<file path="src/rtl/clink_frame_packer.sv">
// rtl/clink_frame_packer.sv - Camera Link pixel qualifier and AXI4-Stream beat packer
module clink_frame_packer #(
  parameter int PIX_WIDTH      = 8,
  parameter int IN_PIX         = 2,
  parameter int OUT_DATA_WIDTH = 128,
  parameter int LINE_CNT_WIDTH = 16
) (
  input  logic                          s_axi_aclk,
  input  logic                          s_axi_aresetn,
  input  logic                          cfg_enable,
  input  logic [LINE_CNT_WIDTH-1:0]     cfg_line_pixels,
  input  logic                          in_valid,
  output logic                          in_ready,
  input  logic [PIX_WIDTH*IN_PIX-1:0]   in_data,
  input  logic                          in_fval,
  input  logic                          in_lval,
  input  logic                          in_dval,
  output logic [OUT_DATA_WIDTH-1:0]     m_axis_tdata,
  output logic [OUT_DATA_WIDTH/8-1:0]   m_axis_tkeep,
  output logic                          m_axis_tvalid,
  input  logic                          m_axis_tready,
  output logic                          m_axis_tlast,
  output logic                          m_axis_tuser,
  output logic [31:0]                   frame_count,
  output logic                          err_short_line,
  output logic                          err_long_line
);

  localparam int WORD_W = PIX_WIDTH * IN_PIX;
  localparam int WORDS  = OUT_DATA_WIDTH / WORD_W;
  localparam int KEEP_W = OUT_DATA_WIDTH / 8;
  localparam int WB     = WORD_W / 8;
  localparam int CNT_W  = $clog2(WORDS + 1);

  typedef enum logic [2:0] {IDLE, ARMED, WAIT_LINE, IN_LINE, DISCARD} state_t;

  state_t                    state;
  state_t                    frame_done_state;
  logic [OUT_DATA_WIDTH-1:0] acc_data;
  logic [OUT_DATA_WIDTH-1:0] merged;
  logic [CNT_W-1:0]          acc_cnt;
  logic [LINE_CNT_WIDTH-1:0] pix_cnt;
  logic [LINE_CNT_WIDTH-1:0] pix_base;
  logic [LINE_CNT_WIDTH-1:0] pix_next;
  logic [LINE_CNT_WIDTH-1:0] line_len;
  logic                      sof_pending;
  logic                      sof_take;
  logic                      long_seen;
  logic                      consumed;
  logic                      line_start;
  logic                      line_end;
  logic                      accept;
  logic                      acc_full;
  logic                      len_hit;

  function automatic logic [KEEP_W-1:0] keep_for(input logic [CNT_W-1:0] n);
    logic [KEEP_W-1:0] k;
    k = '0;
    for (int i = 0; i < WORDS; i++)
      if (CNT_W'(i) < n) k[i*WB +: WB] = '1;
    return k;
  endfunction

  assign in_ready   = ~m_axis_tvalid | m_axis_tready;
  assign consumed   = in_valid & in_ready;
  assign line_start = consumed & (state == WAIT_LINE) & in_fval & in_lval;
  assign accept     = consumed & in_fval & in_lval & in_dval & ((state == IN_LINE) | line_start);
  assign line_end   = consumed & (state == IN_LINE) & (~in_lval | ~in_fval);
  assign pix_base   = line_start ? '0 : pix_cnt;
  assign pix_next   = pix_base + LINE_CNT_WIDTH'(IN_PIX);
  assign len_hit    = pix_next >= line_len;
  assign acc_full   = acc_cnt == CNT_W'(WORDS - 1);
  assign frame_done_state = cfg_enable ? ARMED : IDLE;
  // A tuser beat leaving this cycle has already used up the pending start-of-frame.
  assign sof_take   = sof_pending & ~(m_axis_tvalid & m_axis_tready & m_axis_tuser);

  always_comb begin
    merged = acc_data;
    for (int i = 0; i < WORDS; i++)
      if (acc_cnt == CNT_W'(i)) merged[i*WORD_W +: WORD_W] = in_data;
  end

  always_ff @(posedge s_axi_aclk) begin
    if (!s_axi_aresetn) begin
      state          <= IDLE;
      acc_data       <= '0;
      acc_cnt        <= '0;
      pix_cnt        <= '0;
      line_len       <= '0;
      sof_pending    <= 1'b0;
      long_seen      <= 1'b0;
      m_axis_tdata   <= '0;
      m_axis_tkeep   <= '0;
      m_axis_tvalid  <= 1'b0;
      m_axis_tlast   <= 1'b0;
      m_axis_tuser   <= 1'b0;
      frame_count    <= '0;
      err_short_line <= 1'b0;
      err_long_line  <= 1'b0;
    end else begin
      err_short_line <= 1'b0;
      err_long_line  <= 1'b0;
      if (m_axis_tvalid && m_axis_tready) begin
        m_axis_tvalid <= 1'b0;
        if (m_axis_tuser) sof_pending <= 1'b0;
      end

      case (state)
        IDLE: begin
          if (consumed && !in_fval && cfg_enable) state <= ARMED;
        end
        ARMED: begin
          if (consumed && in_fval) begin
            line_len    <= cfg_line_pixels;
            sof_pending <= 1'b1;
            state       <= WAIT_LINE;
          end
        end
        WAIT_LINE: begin
          if (consumed) begin
            if (!in_fval) begin
              frame_count <= frame_count + 32'd1;
              state       <= frame_done_state;
            end else if (in_lval) begin
              pix_cnt <= '0;
              state   <= IN_LINE;
            end
          end
        end
        IN_LINE: begin
          if (line_end) begin
            m_axis_tdata   <= acc_data;
            m_axis_tkeep   <= keep_for(acc_cnt);
            m_axis_tvalid  <= 1'b1;
            m_axis_tlast   <= 1'b1;
            m_axis_tuser   <= sof_take;
            acc_data       <= '0;
            acc_cnt        <= '0;
            err_short_line <= 1'b1;
            if (!in_fval) begin
              frame_count <= frame_count + 32'd1;
              state       <= frame_done_state;
            end else begin
              state <= WAIT_LINE;
            end
          end
        end
        DISCARD: begin
          if (consumed) begin
            if (in_fval && in_lval && in_dval && !long_seen) begin
              err_long_line <= 1'b1;
              long_seen     <= 1'b1;
            end
            if (!in_fval || !in_lval) state <= WAIT_LINE;
          end
        end
        default: state <= IDLE;
      endcase

      // Pixel append also covers the first word of a line, taken straight from WAIT_LINE.
      if (accept) begin
        pix_cnt <= pix_next;
        if (acc_full || len_hit) begin
          m_axis_tdata  <= merged;
          m_axis_tkeep  <= keep_for(acc_cnt + 1'b1);
          m_axis_tvalid <= 1'b1;
          m_axis_tlast  <= len_hit;
          m_axis_tuser  <= sof_take;
          acc_data      <= '0;
          acc_cnt       <= '0;
        end else begin
          acc_data <= merged;
          acc_cnt  <= acc_cnt + 1'b1;
        end
        if (len_hit) begin
          state     <= DISCARD;
          long_seen <= 1'b0;
        end
      end
    end
  end

endmodule

</file>
<file path="config.mk">
export PLATFORM = sky130hd
export DESIGN_NAME = clink_frame_packer
export DESIGN_NICKNAME = d
export VERILOG_FILES = /design/src/rtl/clink_frame_packer.sv
export SDC_FILE = /design/constraint.sdc
export NUM_CORES = 1
export LEC_CHECK = 0
export CORE_AREA = 2 2 185 187
export CTS_CLUSTER_SIZE = 28
export DETAILED_ROUTE_END_ITERATION = 10
export DIE_AREA = 0 0 187 189
export PLACE_DENSITY = 0.73
export SLEW_MARGIN = 0
export SYNTH_ARGS = -nofsm -noshare
export SYNTH_HDL_FRONTEND = slang
export SYNTH_SLANG_ARGS = --single-unit
export TNS_END_PERCENT = 5
</file>
<file path="constraint.sdc">
create_clock -name s_axi_aclk -period 6.4 [get_ports s_axi_aclk]
set_input_delay 1.6 -clock s_axi_aclk [delete_from_list [all_inputs] [get_ports s_axi_aclk]]
set_output_delay 1.6 -clock s_axi_aclk [all_outputs]
set_load 0.01 [all_outputs]
</file>
## Yosys cells after proc, flatten, opt, wreduce, memory -nomap -nowiden

Cells that the tools add are included.

- $add $sub $neg: 3
- $lt $le $gt $ge: 17
- Equality and inequality tests: 13
- Mux-type cells: 87
- Bitwise logic cells: 20
- Reduce and logical (&&, ||, !) cells: 27

Operators with widths:

| kind | count |
|---|---|
| $mux W128 | 8 |
| $mux W16 | 18 |
| $mux W32 | 3 |
| $pmux W32 S2 | 1 |
| $mux W2 | 17 |
| $add A32 B1 Y32 const B | 1 |
| $lt A3 B4 Y1 const A | 8 |
| $mux W3 | 10 |
| $mux W1 | 25 |
| $add A16 B2 Y16 const B | 1 |
| $eq A4 B3 Y1 const B | 4 |
| $ge A16 B16 Y1 | 1 |
| $lt A1 B4 Y1 const A | 4 |
| $lt A2 B4 Y1 const A | 4 |
| $mux W4 | 4 |
| $pmux W3 S5 | 1 |
| $reduce_bool A2 Y1 | 7 |
| $and A1 B1 Y1 | 13 |
| $eq A4 B2 Y1 const B | 2 |
| $logic_and A1 B1 Y1 | 7 |
| $eq A3 B2 Y1 const B | 2 |
| $reduce_and A2 Y1 | 3 |
| $reduce_and A3 Y1 | 2 |
| $add A4 B1 Y4 const B | 1 |
| 11 further kinds | 20 |

- Register bits: 350
- Input bits: 40
- Output and inout port bits: 182
- Word-level logic and storage cells: 182

## Longest topological paths before layout

- Depth in word-level cells: 12
- Mapped depth: 23
- Depth with buffers taken out: 19

## Worst setup path after synthesis

No wires, ideal clock.

- Path type: input -> register
- From: input m_axis_tready
- To: register m_axis_tdata[113]
- Setup time: 0.116 ns
- Data arrival time: 5.525 ns
- Required time: 6.284 ns
- Setup slack: 0.759 ns
- Stages: 23
- Path buffers: 4
- Cell sequence: nor2b_1 > buf_2 > inv_1 > nand4_1 > nand2_1 > inv_1 > ha_1 > nand3_1 > nor2_1 > and4_1 > clkbuf_1 > nand3_1 > xor2_1 > nor2_1 > ha_1 > nand4_1 > nor3_1 > o311ai_2 > a31oi_2 > buf_2 > buf_2 > nand2_1 > and3_1

- Word-level cells in the longest chain between the ends: 11
- Elaborated cells between the ends (all ways): 20
- Classes of those cells: 1 x add/sub; 1 x order compare; 5 x mux; 12 x bitwise; 1 x reduce/logical

RTL lines:

| item | RTL line | text |
|---|---|---|
| from (decl) | 21 | `input logic m_axis_tready,` |
| $or A1 B1 Y1 * | 64 | `assign in_ready = ~m_axis_tvalid \| m_axis_tready;` |
| named net in_ready | 13 | `output logic in_ready,` |
| $and A1 B1 Y1 * | 65 | `assign consumed = in_valid & in_ready;` |
| $and A1 B1 Y1 (3 in a row) | 66 | `assign line_start = consumed & (state == WAIT_LINE) & in_fval & in_lval;` |
| $mux W16 | 69 | `assign pix_base = line_start ? '0 : pix_cnt;` |
| $add A16 B2 Y16 | 70 | `assign pix_next = pix_base + LINE_CNT_WIDTH'(IN_PIX);` |
| $ge A16 B16 Y1 | 71 | `assign len_hit = pix_next >= line_len;` |
| $logic_or A1 B1 Y1 | 163 | `if (acc_full \|\| len_hit) begin` |
| $mux W128 | 163 |  |
| $mux W128 * | 161 | `if (accept) begin` |
| to (signal assigned) | 132 | `m_axis_tdata <= acc_data;` |
| to (signal assigned) | 164 | `m_axis_tdata <= merged;` |
| to (decl) | 18 | `output logic [OUT_DATA_WIDTH-1:0] m_axis_tdata,` |

Mark *: on every way through the listed nets, which the timed path passes. The rest lies on a longest branch.
A chain may end at the register's enable or synchronous reset.

## Worst setup path in the final report

- From: input m_axis_tready
- To: register m_axis_tdata[65]

- Word-level cells in the longest chain between the ends: 11
- Elaborated cells between the ends (all ways): 20
- Classes of those cells: 1 x add/sub; 1 x order compare; 5 x mux; 12 x bitwise; 1 x reduce/logical

RTL lines:

| item | RTL line |
|---|---|
| $or A1 B1 Y1 * | 64 |
| $and A1 B1 Y1 * | 65 |
| $and A1 B1 Y1 (3 in a row) | 66 |
| $mux W16 | 69 |
| $add A16 B2 Y16 | 70 |
| $ge A16 B16 Y1 | 71 |
| $logic_or A1 B1 Y1 | 163 |
| $mux W128 | 163 |
| $mux W128 * | 161 |

Every way passes the cells marked *; elsewhere a longest branch is shown, timed or not.

==> summary.txt <==
STA
  • Final min period: 6.038 ns
  • Slew margin rel.: 0.1989
  • RSZ-0062 raised after global routing: no
  • Final hold violation count: 0
  • Clock skew: 0.03156 ns
  • Worst hold margin: 0.4262 ns
  • Slew @ Worst Pin: 1.202 ns
  • Final setup fails: 0
  • Final period util: 0.9435
  • Max-slew violations: 0
  • F_max: 0.1656 GHz
  • TNS Setup: 0 ns

Clock tree
  • Clk buf depth: 3
  • CTS buffer count: 38
  • Latest clock arrival within the worst-skew pair: 0.54 ns
  • Setup Buffers After CTS: 0
  • Root Buffer: clkbuf_16
  • CTS tree: yes
  • CTS resizes: 0
  • Clock Sinks: 350
  • Worst-path clk slew: 0.06 ns
  • H-tree depth: 2
  • Post-CTS Hold Fix Bufs: 0

Yosys
  • Post-synthesis cell area: 16,430 um2
  • Ys async rst share: 0
  • Post-synthesis cell type count: 60
  • Seq/Total Area, Yosys: 0.4265
  • Synthesized area per cell: 7.920 um2
  • Top_reg_cell synth: dfxtp_1
  • Post-synth EDFFs: 0
  • #FFs+latches synth: 350
  • Cells after synthesis: 2,074
  • Post-synthesis net count: 2,136
  • Synthesis Warnings: 0

Global route
  • Vias in the first global route: 14,596
  • GRT Total Usage: 0.2833
  • Initial antenna violation count: 0
  • First-pass GRT wire length: 80,810 um
  • Grt total ovfl: 0
  • Pin count of the biggest net entering global routing: 164

Placement
  • Buffers on Ports: 221
  • Gpl congestion: 0.8660
  • Dpl hpwl: 32,040 um
  • Placed instance area: 18,860 um2
  • Number of cells after detailed placement: 2,607

Finish
  • Post-route cell area: 20,050 um2
  • Most frequent cells in the layout: nand2_1, dfxtp_1, clkdlybuf4s50_1
  • Fillers: 2,922
  • Fin util: 0.6026
  • Layout cell share with drive strength beyond 1: 0.05356
  • P&R area growth vs syn: 22.08%
  • Non-filler cells, final: 2,670
  • ANT cells: 0
  • Final nets: 2,261
  • Commonest non-fill, non-tap cell in the layout: nand2_1

Floorplanning
  • # rows: 67
  • Starting density of the core: 0.4936
  • Core ar.: 33,280 um2
  • Die Area: 35,340 um2
  • Die width: 187 um
  • Io pins: 222
  • Die Ht: 189 um

Worst setup path
  • Setup CP Type: input pin to flip-flop
  • CP endpoint kind: flip-flop
  • CP startpoint kind: input pin
  • CP Max Fanout: 84
  • Data required, critical path: 6.81 ns
  • Arr. time, crit path: 6.45 ns

Drt
  • Top Layer Used: met4
  • Met3 WL post-DR: 4288 um
  • Routed WL: 51,930 um
  • Vias per cell: 5.805
  • Final routed DRC violation total: 0
  • Metal-1 WL: 21,430 um
  • DR WL met2: 24,350 um
  • Number of routed nets with antenna violations: 0
  • 1st-iter DRT viols: 1,682
  • Mean routed wirelength per cell: 19.45 um
  • DR pass1 iterations: 5
  • Via count: 15,500

Power and ir drop
  • Pleak: 0.007926 uW
  • Cell Pwr Density: 222.9 nW/um2
  • Worst vdd ir: 0.0002014 V

Min path
  • Worst Hold Class: flip-flop to flip-flop

Outcome
  • Outcome: complete, no violations

Flow run
  • Max-cap violations: 0
-- synth_stat cells, types with 5 or more instances --
library cell | instances | area [um2]
a21boi_0 | 11 | 82.58
a21boi_1 | 5 | 37.54
a21oi_1 | 16 | 80.08
a21oi_2 | 5 | 43.79
and2_1 | 44 | 275.3
and3_1 | 137 | 857.1
buf_1 | 9 | 33.78
buf_2 | 58 | 290.3
clkbuf_1 | 99 | 371.6
dfxtp_1 | 350 | 7007
ha_1 | 22 | 275.3
inv_1 | 34 | 127.6
mux2i_1 | 113 | 1131
nand2_1 | 566 | 2125
nand2_2 | 5 | 31.28
nand2b_1 | 11 | 68.82
nand3_1 | 217 | 1086
nand4_1 | 21 | 131.4
nor2_1 | 41 | 153.9
nor2b_1 | 28 | 175.2
nor3_1 | 11 | 55.05
o211ai_1 | 6 | 45.04
o21a_1 | 9 | 67.56
o21ai_0 | 28 | 140.1
o22ai_1 | 114 | 713.2
or3_1 | 11 | 68.82
xnor2_1 | 21 | 183.9
xor2_1 | 26 | 227.7
-- stage by stage --
step / setup slack [ns] / power [uW]
CTS: 0.4853 / 4491
global route: 0.04603 / 4584
finish: 0.3616 / 4469
global placement: 0.1295 / 2391
floorplan: 0.7594 / 2310
detailed placement: -0.05567 / 2392
-- metal layers --
layer / up-vias / GRT usage
li1: 7330 / -
met1: 7347 / 0.3607
met2: 680 / 0.4784
met3: 143 / 0.05653
met4: 0 / 0.1004
met5: - / 0
-- cell type report --
| type | instances | area (um2) | area share |
|---|---|---|---|
| Inverter | 35 | 131.4 | 0.006551 |
| Sequential cell | 350 | 7007 | 0.3494 |
| Timing Repair Buffer | 254 | 2549 | 0.1271 |
| Tap cell | 448 | 560.5 | 0.02795 |
| Multi-Input combinational cell | 1520 | 8620 | 0.4298 |
| Clock buffer | 52 | 1085 | 0.05409 |
| Clock inverter | 11 | 102.6 | 0.005116 |
-- state kept, by name, indices dropped and copies added (netlist names) --
signal,flops
err_long_line,1
acc_data,128
pix_cnt,16
m_axis_tdata,128
acc_cnt,4
long_seen,1
sof_pending,1
m_axis_tlast,1
frame_count,32
m_axis_tuser,1
line_len,16
m_axis_tkeep,16
state,3
m_axis_tvalid,1
err_short_line,1
-- power breakdown --
part	total, uW	internal, uW	switching [uW]
combinational	164	46.7	117
sequential	2180	2180	2.95
clock	2120	1230	895
-- worst paths after layout --
path	start	endpoint	slack, ns	cells after the start
worst max-delay path	m_axis_tready	m_axis_tdata[65]	0.36	21
worst min-delay path	long_seen	err_long_line	0.43	1
worst max register to register	state[0]	m_axis_tdata[65]	1.44	19
worst min register to register	long_seen	err_long_line	0.43	1
-- critical path, cell delays in order --
cell             delay, ns
clkdlybuf4s50_1       0.43
nor2b_1               0.16
inv_1                 0.11
nand4_1               0.22
nand2_1               0.15
inv_1                 0.08
ha_1                  0.22
nand3_1               0.15
nor2_1                0.23
and4_1                0.40
nand3_1               0.13
xor2_1                0.15
nor2_1                0.06
ha_1                  0.33
nand4_1               0.10
nor3_1                0.45
o311ai_2              0.32
a31oi_4               0.31
buf_12                0.36
nand3_1               0.16
and3_1                0.23
-- cells by family (layout without fill, tap and decap cells) --
logic type,after synthesis,after routing,synth area share
adders and majority gates,22,22,0.01676
muxes,113,113,0.06885
xor gates and xnor gates,47,47,0.02506
DFF,350,350,0.4265
and+or+nand+nor,1115,1115,0.3214
buffers and inverters,204,352,0.05195
AOI/OAI and AO/OA,223,223,0.08950
No activity file was read; power rests on OpenSTA's default activity.
